File: src/rtl/aes_pkg.sv
// Shared AES types and the forward S-box table used by the SubBytes stage.
package aes_pkg;

    localparam int AES_BLOCK_W = 128;
    localparam int AES_BYTE_W  = 8;
    localparam int AES_NUM_BYTES = AES_BLOCK_W / AES_BYTE_W;

    typedef logic [AES_BYTE_W-1:0]  aes_byte_t;
    typedef logic [AES_BLOCK_W-1:0] aes_block_t;

    // Forward S-box, indexed by input byte value (row = high nibble).
    localparam aes_byte_t SBOX [256] = '{
        8'h63, 8'h7c, 8'h77, 8'h7b, 8'hf2, 8'h6b, 8'h6f, 8'hc5, 8'h30, 8'h01, 8'h67, 8'h2b, 8'hfe, 8'hd7, 8'hab, 8'h76,
        8'hca, 8'h82, 8'hc9, 8'h7d, 8'hfa, 8'h59, 8'h47, 8'hf0, 8'had, 8'hd4, 8'ha2, 8'haf, 8'h9c, 8'ha4, 8'h72, 8'hc0,
        8'hb7, 8'hfd, 8'h93, 8'h26, 8'h36, 8'h3f, 8'hf7, 8'hcc, 8'h34, 8'ha5, 8'he5, 8'hf1, 8'h71, 8'hd8, 8'h31, 8'h15,
        8'h04, 8'hc7, 8'h23, 8'hc3, 8'h18, 8'h96, 8'h05, 8'h9a, 8'h07, 8'h12, 8'h80, 8'he2, 8'heb, 8'h27, 8'hb2, 8'h75,
        8'h09, 8'h83, 8'h2c, 8'h1a, 8'h1b, 8'h6e, 8'h5a, 8'ha0, 8'h52, 8'h3b, 8'hd6, 8'hb3, 8'h29, 8'he3, 8'h2f, 8'h84,
        8'h53, 8'hd1, 8'h00, 8'hed, 8'h20, 8'hfc, 8'hb1, 8'h5b, 8'h6a, 8'hcb, 8'hbe, 8'h39, 8'h4a, 8'h4c, 8'h58, 8'hcf,
        8'hd0, 8'hef, 8'haa, 8'hfb, 8'h43, 8'h4d, 8'h33, 8'h85, 8'h45, 8'hf9, 8'h02, 8'h7f, 8'h50, 8'h3c, 8'h9f, 8'ha8,
        8'h51, 8'ha3, 8'h40, 8'h8f, 8'h92, 8'h9d, 8'h38, 8'hf5, 8'hbc, 8'hb6, 8'hda, 8'h21, 8'h10, 8'hff, 8'hf3, 8'hd2,
        8'hcd, 8'h0c, 8'h13, 8'hec, 8'h5f, 8'h97, 8'h44, 8'h17, 8'hc4, 8'ha7, 8'h7e, 8'h3d, 8'h64, 8'h5d, 8'h19, 8'h73,
        8'h60, 8'h81, 8'h4f, 8'hdc, 8'h22, 8'h2a, 8'h90, 8'h88, 8'h46, 8'hee, 8'hb8, 8'h14, 8'hde, 8'h5e, 8'h0b, 8'hdb,
        8'he0, 8'h32, 8'h3a, 8'h0a, 8'h49, 8'h06, 8'h24, 8'h5c, 8'hc2, 8'hd3, 8'hac, 8'h62, 8'h91, 8'h95, 8'he4, 8'h79,
        8'he7, 8'hc8, 8'h37, 8'h6d, 8'h8d, 8'hd5, 8'h4e, 8'ha9, 8'h6c, 8'h56, 8'hf4, 8'hea, 8'h65, 8'h7a, 8'hae, 8'h08,
        8'hba, 8'h78, 8'h25, 8'h2e, 8'h1c, 8'ha6, 8'hb4, 8'hc6, 8'he8, 8'hdd, 8'h74, 8'h1f, 8'h4b, 8'hbd, 8'h8b, 8'h8a,
        8'h70, 8'h3e, 8'hb5, 8'h66, 8'h48, 8'h03, 8'hf6, 8'h0e, 8'h61, 8'h35, 8'h57, 8'hb9, 8'h86, 8'hc1, 8'h1d, 8'h9e,
        8'he1, 8'hf8, 8'h98, 8'h11, 8'h69, 8'hd9, 8'h8e, 8'h94, 8'h9b, 8'h1e, 8'h87, 8'he9, 8'hce, 8'h55, 8'h28, 8'hdf,
        8'h8c, 8'ha1, 8'h89, 8'h0d, 8'hbf, 8'he6, 8'h42, 8'h68, 8'h41, 8'h99, 8'h2d, 8'h0f, 8'hb0, 8'h54, 8'hbb, 8'h16
    };

endpackage

File: src/rtl/aes_sbox.sv
// Single-byte forward AES S-box lookup (combinational).
module aes_sbox
    import aes_pkg::*;
(
    input  aes_byte_t i_byte,
    output aes_byte_t o_byte
);

    assign o_byte = SBOX[i_byte];

endmodule

File: src/rtl/aes_sub_bytes.sv
// AES SubBytes over a 128-bit state: 16 independent S-box lanes.
// Macro AES_SUBBYTES_REG_OUT_EN adds a 1-cycle output register; otherwise the path is combinational.
module aes_sub_bytes
    import aes_pkg::*;
#(
    parameter int BLOCK_W = AES_BLOCK_W
) (
    input  logic               clk,
    input  logic               rst,
    input  logic [BLOCK_W-1:0] block,
    output logic [BLOCK_W-1:0] new_block
);

    localparam int NUM_LANES = BLOCK_W / AES_BYTE_W;

    logic [BLOCK_W-1:0] w_sub;

    for (genvar g = 0; g < NUM_LANES; g++) begin : g_lane
        aes_sbox u_sbox (
            .i_byte (block[g*AES_BYTE_W +: AES_BYTE_W]),
            .o_byte (w_sub[g*AES_BYTE_W +: AES_BYTE_W])
        );
    end

`ifdef AES_SUBBYTES_REG_OUT_EN
    logic [BLOCK_W-1:0] r_new_block;

    // Output register, cleared asynchronously and held at zero during reset.
    always_ff @(posedge clk or posedge rst) begin
        if (rst) begin
            r_new_block <= {BLOCK_W{1'b0}};
        end else begin
            r_new_block <= w_sub;
        end
    end

    assign new_block = r_new_block;
`else
    logic w_unused_clk;
    assign w_unused_clk = clk;

    // Combinational output gated to zero while reset is asserted.
    always_comb begin
        if (rst) begin
            new_block = {BLOCK_W{1'b0}};
        end else begin
            new_block = w_sub;
        end
    end
`endif

endmodule

File: config.mk
export PLATFORM = sky130hd
export DESIGN_NAME = aes_sub_bytes
export DESIGN_NICKNAME = d
export VERILOG_FILES = /design/src/rtl/aes_pkg.sv /design/src/rtl/aes_sbox.sv /design/src/rtl/aes_sub_bytes.sv
export SDC_FILE = /design/constraint.sdc
export NUM_CORES = 2
export LEC_CHECK = 0
export ABC_AREA = 0
export BUFFER_PORTS_ARGS = -buffer_cell sky130_fd_sc_hd__buf_2
export CAP_MARGIN = 20
export CELL_PAD_IN_SITES_DETAIL_PLACEMENT = 1
export CELL_PAD_IN_SITES_GLOBAL_PLACEMENT = 1
export CORE_AREA = 5 5 366 368
export DETAILED_ROUTE_END_ITERATION = 8
export DIE_AREA = 0 0 371 373
export PLACE_DENSITY = 0.79
export SLEW_MARGIN = 30
export SYNTH_ARGS = -nofsm -noshare
export SYNTH_HDL_FRONTEND = slang
export SYNTH_SLANG_ARGS = --single-unit
File: constraint.sdc
create_clock -name vclk -period 4.3
set_clock_uncertainty 0.15 [all_clocks]
set_input_delay 0.86 -clock vclk [all_inputs]
set_output_delay 0.86 -clock vclk [all_outputs]
set_load 0.01 [all_outputs]
---- Word level (Yosys, flattened, before mapping) ----
Memories as Yosys holds them, arrays and structs flattened.
Index checks and enable logic that the tools add are counted.
operators by class
  multiplexer cells ....................... 33
  equal/unequal tests ..................... 0
  $mul .................................... 0
  shifts and indexed selects .............. 0
  bitwise gates (word level) .............. 16
  order comparisons ....................... 16
  div/mod/pow operators ................... 0
  $add $sub $neg .......................... 0
  reductions and logical operators ........ 0
operators by type and width
  cell                                         number
  two-way mux 8 bit                            32
  >= comparator 9 bit (second input constant)  16
  NOT 8 -> 9 bit                               16
  two-way mux 128 bit                          1
storage, ports and cells
  bits of input ports ..................... 130
  bits in writable memories ............... 0
  memories kept ........................... 16
  output and inout bits ................... 128
  register bits ........................... 0
  ROM bits ................................ 32,768
  logic and storage cells ................. 81
  bits in latches ......................... 0
memory list
  name              words  width  rd ports  clocked after memory_dff  wr ports  line           RTL
  (name not given)  256    8      1         0                         0         aes_sbox.sv:9  assign o_byte = SBOX[i_byte];
  (name not given)  256    8      1         0                         0         aes_sbox.sv:9
  (name not given)  256    8      1         0                         0         aes_sbox.sv:9
  (name not given)  256    8      1         0                         0         aes_sbox.sv:9
  (name not given)  256    8      1         0                         0         aes_sbox.sv:9
  (name not given)  256    8      1         0                         0         aes_sbox.sv:9
  10 more memories  --     --     --        --                        --        --

---- Logic depth before layout (Yosys ltp) ----
  depth after elaboration ................. 5
  gate-level depth with buffers ........... 12
  depth with buffers taken out ............ 8

---- Hierarchy ----
Synthesis repeated with hierarchy kept, for this count alone.
unflattened totals
  cell total of the unflattened synthesis .. 8,290
  area, all modules ....................... 50,855.0 um2
modules (own cells, without submodules)
  module                            area an instance (um2)  instances  seq. area each (um2)  cells each
  aes_sbox at g_lane[0].u_sbox ...  3,103.0                 12         0.0                   510
  aes_sbox at g_lane[6].u_sbox ...  3,179.3                 4          0.0                   507
  aes_sub_bytes                     902.1                   1          0.0                   142

---- Least setup slack after synthesis ----
Ideal clock, no wire load.
  path type ............................... input to output
  from .................................... input port block[89]
  to ...................................... output port new_block[94]
  buffers on the path ..................... 3
  data required time ...................... 3.290 ns
  path slack .............................. -0.135 ns
  cell stages on the path ................. 11
  data arrival time ....................... 3.425 ns
  cells stage by stage .................... clkbuf_1 buf_2 inv_1 ha_1 clkbuf_1 nor2_1 nor2_1 a32o_1 mux4_2 or2_0 a311oi_1
between the ends
  word-level cells in the longest chain between the ends .. 5
ends and longest elaborated chain
  element                                                line                 RTL
  from (decl)                                            aes_sub_bytes.sv:10  input logic [BLOCK_W-1:0] block,
  NOT 8 -> 9 bit (implied by the code)                   aes_sbox.sv:9
  memory read (256 x 8 bit)                              --
  two-way mux 8 bit (implied by the code) (2 in series)  aes_sbox.sv:9
  two-way mux 128 bit                                    aes_sub_bytes.sv:44  if (rst) begin
  to (decl)                                              aes_sub_bytes.sv:11  output logic [BLOCK_W-1:0] new_block
No other way between the ends. The select of a mux whose other input is x is not followed.

---- Worst setup path after layout ----
  from .................................... input port block[33]
  to ...................................... output port new_block[34]
The elaborated chain is that of the path after synthesis.

==> results.sh <==
export IMPL_status="complete, but fails checks"
export IMPL_violations="negative setup slack"
export IMPL_drt_wl_total_um=336000
export IMPL_grt_max_degree=76
export IMPL_crit_required_ns=3.29
export IMPL_ir_drop_mv=0.113
export IMPL_syn_nets=9014
export IMPL_grt_pass1_wl_um=500000
export IMPL_crit_chain="buf_6 -> buf_8 -> ha_4 -> mux2_4 -> mux4_2 -> and2_4 -> o41ai_4 -> a21oi_2 -> nor3_2 -> buf_4 -> buf_6"
export IMPL_fp_dieH_um=373
export IMPL_crit_top_cell="buf_6"
export IMPL_cp_max_fo=8
export IMPL_relSlewSlack_pct=47.3
export IMPL_synth_area_mm2=0.0542
export IMPL_hold_class="input port to output port"
export IMPL_grt_overflow_total=0
export IMPL_fp_dieArea_mm2=0.138
export IMPL_grt_pass1_vias=79900
export IMPL_synth_avg_cell_area_um2=6.27
export IMPL_fin_util_pct=52.3
export IMPL_ys_seq_area_share_pct=0
export IMPL_num_rows=133
export IMPL_fp_dieW_um=371
export IMPL_grt_use_total_pct=44.8
export IMPL_whs_ns=2.04
export IMPL_dp_hpwl_um=253000
export IMPL_fin_nets=9810
export IMPL_seq_cells=0
export IMPL_start_util_pct=41.5
export IMPL_timing_final_ws_setup_ns=-0.0320
export IMPL_fillers=17400
export IMPL_nClkBuffers=0
export IMPL_startpoint_type="input port"
export IMPL_coreArea_mm2=0.130
export IMPL_yosysTopAreaCell="mux4_2"
export IMPL_cts_hold_buf=0
export IMPL_yosysMostFrequentCell="a21oi_1"
export IMPL_fin_cells=11200
export IMPL_seqCellArea_um2=0
export IMPL_powerDensity_mw_per_mm2=136
export IMPL_cpPeakStageDelay_ns=0.45
export IMPL_wl_per_cell_um=29.9
export IMPL_place_congestion=1.09
export IMPL_yosysUniqueCellTypes=94
export IMPL_finalHoldViolations=0
export IMPL_route_detailed_drc=0
export IMPL_area_growth_pct=25.9
export IMPL_setup_viol_count_final=5
export IMPL_ant_nets=0
export IMPL_post_place_cells=11200
export IMPL_first_pass_iters=9
export IMPL_synthTopCellsByCount="a21oi_1 (780), nand2_1 (745), o21ai_0 (745)"
export IMPL_synthTopCellsByArea="mux4_2 (7.4%), a21oi_1 (7.2%), o21ai_0 (6.9%)"
export IMPL_tightest_slew_ns=0.771
export IMPL_num_io_pins=258
export IMPL_ys_warn_count=0
export IMPL_endpoint_kind="output port"
export IMPL_io_buffer_count=257
export IMPL_crit_family="multiplexers"
export IMPL_rsz0062_at_grt="yes"
export IMPL_fin_crit_sh_pct=101
export IMPL_max_freq_mhz=231
export IMPL_worstSetupPathType="input port to output port"
export IMPL_worst_path_buf_inv=4
export IMPL_drt_iter0_markers=13800
export IMPL_layout_drive_gt1_share_pct=27.4
export IMPL_via_per_inst=7.39
export IMPL_crit_slowest_cell="mux4_2"
export IMPL_postSynthCellCount=8644
export IMPL_antenna_found_initial=19
export IMPL_synth_top_area_share_pct=7.44
export IMPL_num_vias=82800
export IMPL_slew_viol_final=0
export IMPL_maxCapViolCount=0
export IMPL_final_min_clock_period_ns=4.33
export IMPL_p_leak_nw=27.1
export IMPL_cp_data_arrival_time_ns=3.32
## cell families after synthesis
group | count (synthesis) | share of synthesized area [%]
xor+xnor | 34 | 0.549
simple gates | 3146 | 28.7
compound gates | 3602 | 45.2
mux | 296 | 9.68
fa+ha+maj | 240 | 5.54
buf+inv | 1326 | 10.3
## timing repair
action,in CTS,in global routing
endpoints found under the setup margin,72,105
pin swaps,8,35
buffers inserted,2,7
gates resized for setup,104,271
## worst paths after layout
kind	to	depth (start not counted)	start	slack (ns)
max	new_block[34]	11	block[33]	-0.03
min	new_block[0]	3	block[7]	2.04
## routing by layer
layer | up-vias | GRT usage [%] | routed length (um)
met4 | 2 | 21.7 | 21000
met1 | 39900 | 60.4 | 131000
met3 | 1468 | 9.18 | 41600
li1 | 34700 | - | -
met2 | 6793 | 68.2 | 142000
met5 | - | 0 | 8
## metrics by stage
stage	TNS (ns)	power (mW)	instance area (um^2)	setup WS, ns
2_1_floorplan	0	4.90	54200	0.0296
3_3_place_gp	-4.51	8.48	66800	-0.307
3_5_place_dp	-6.39	8.65	66800	-0.305
4_1_cts	-0.0339	8.73	67100	-0.0339
5_1_grt	-0.423	9.66	68300	-0.101
6_report	-0.0833	9.29	68300	-0.0320
## cells in the final DEF (no fill, tap or decap), drive strengths merged, types with 240 or more instances in the layout
cell	Yosys	routed
buf	512	1953
a21oi	780	780
o21ai	751	751
nand2	745	745
nor2	666	666
nor3	354	354
nand2b	321	321
nand3	307	307
nor2b	268	268
ha	240	240
## power breakdown
group	switching (mW)	total (mW)	internal, mW
clock network	0	0.000000402	0.000000402
logic	5.62	9.29	3.67
registers	0	0	0
## final cells by class
cell class / instances / area [um^2] / area share [%]
Inverter: 167 / 642 / 0.940
Timing Repair Buffer: 1953 / 15500 / 22.8
Antenna cell: 16 / 40.0 / 0.0586
Tap cell: 1755 / 2200 / 3.22
Multi-Input combinational cell: 7318 / 49800 / 73.0
## tightest hold or removal path, cell delays in order
cell and delay, ns:
buf_2 0.22, a21oi_2 0.11, buf_2 0.13
No activity file was read; power rests on OpenSTA's default activity.
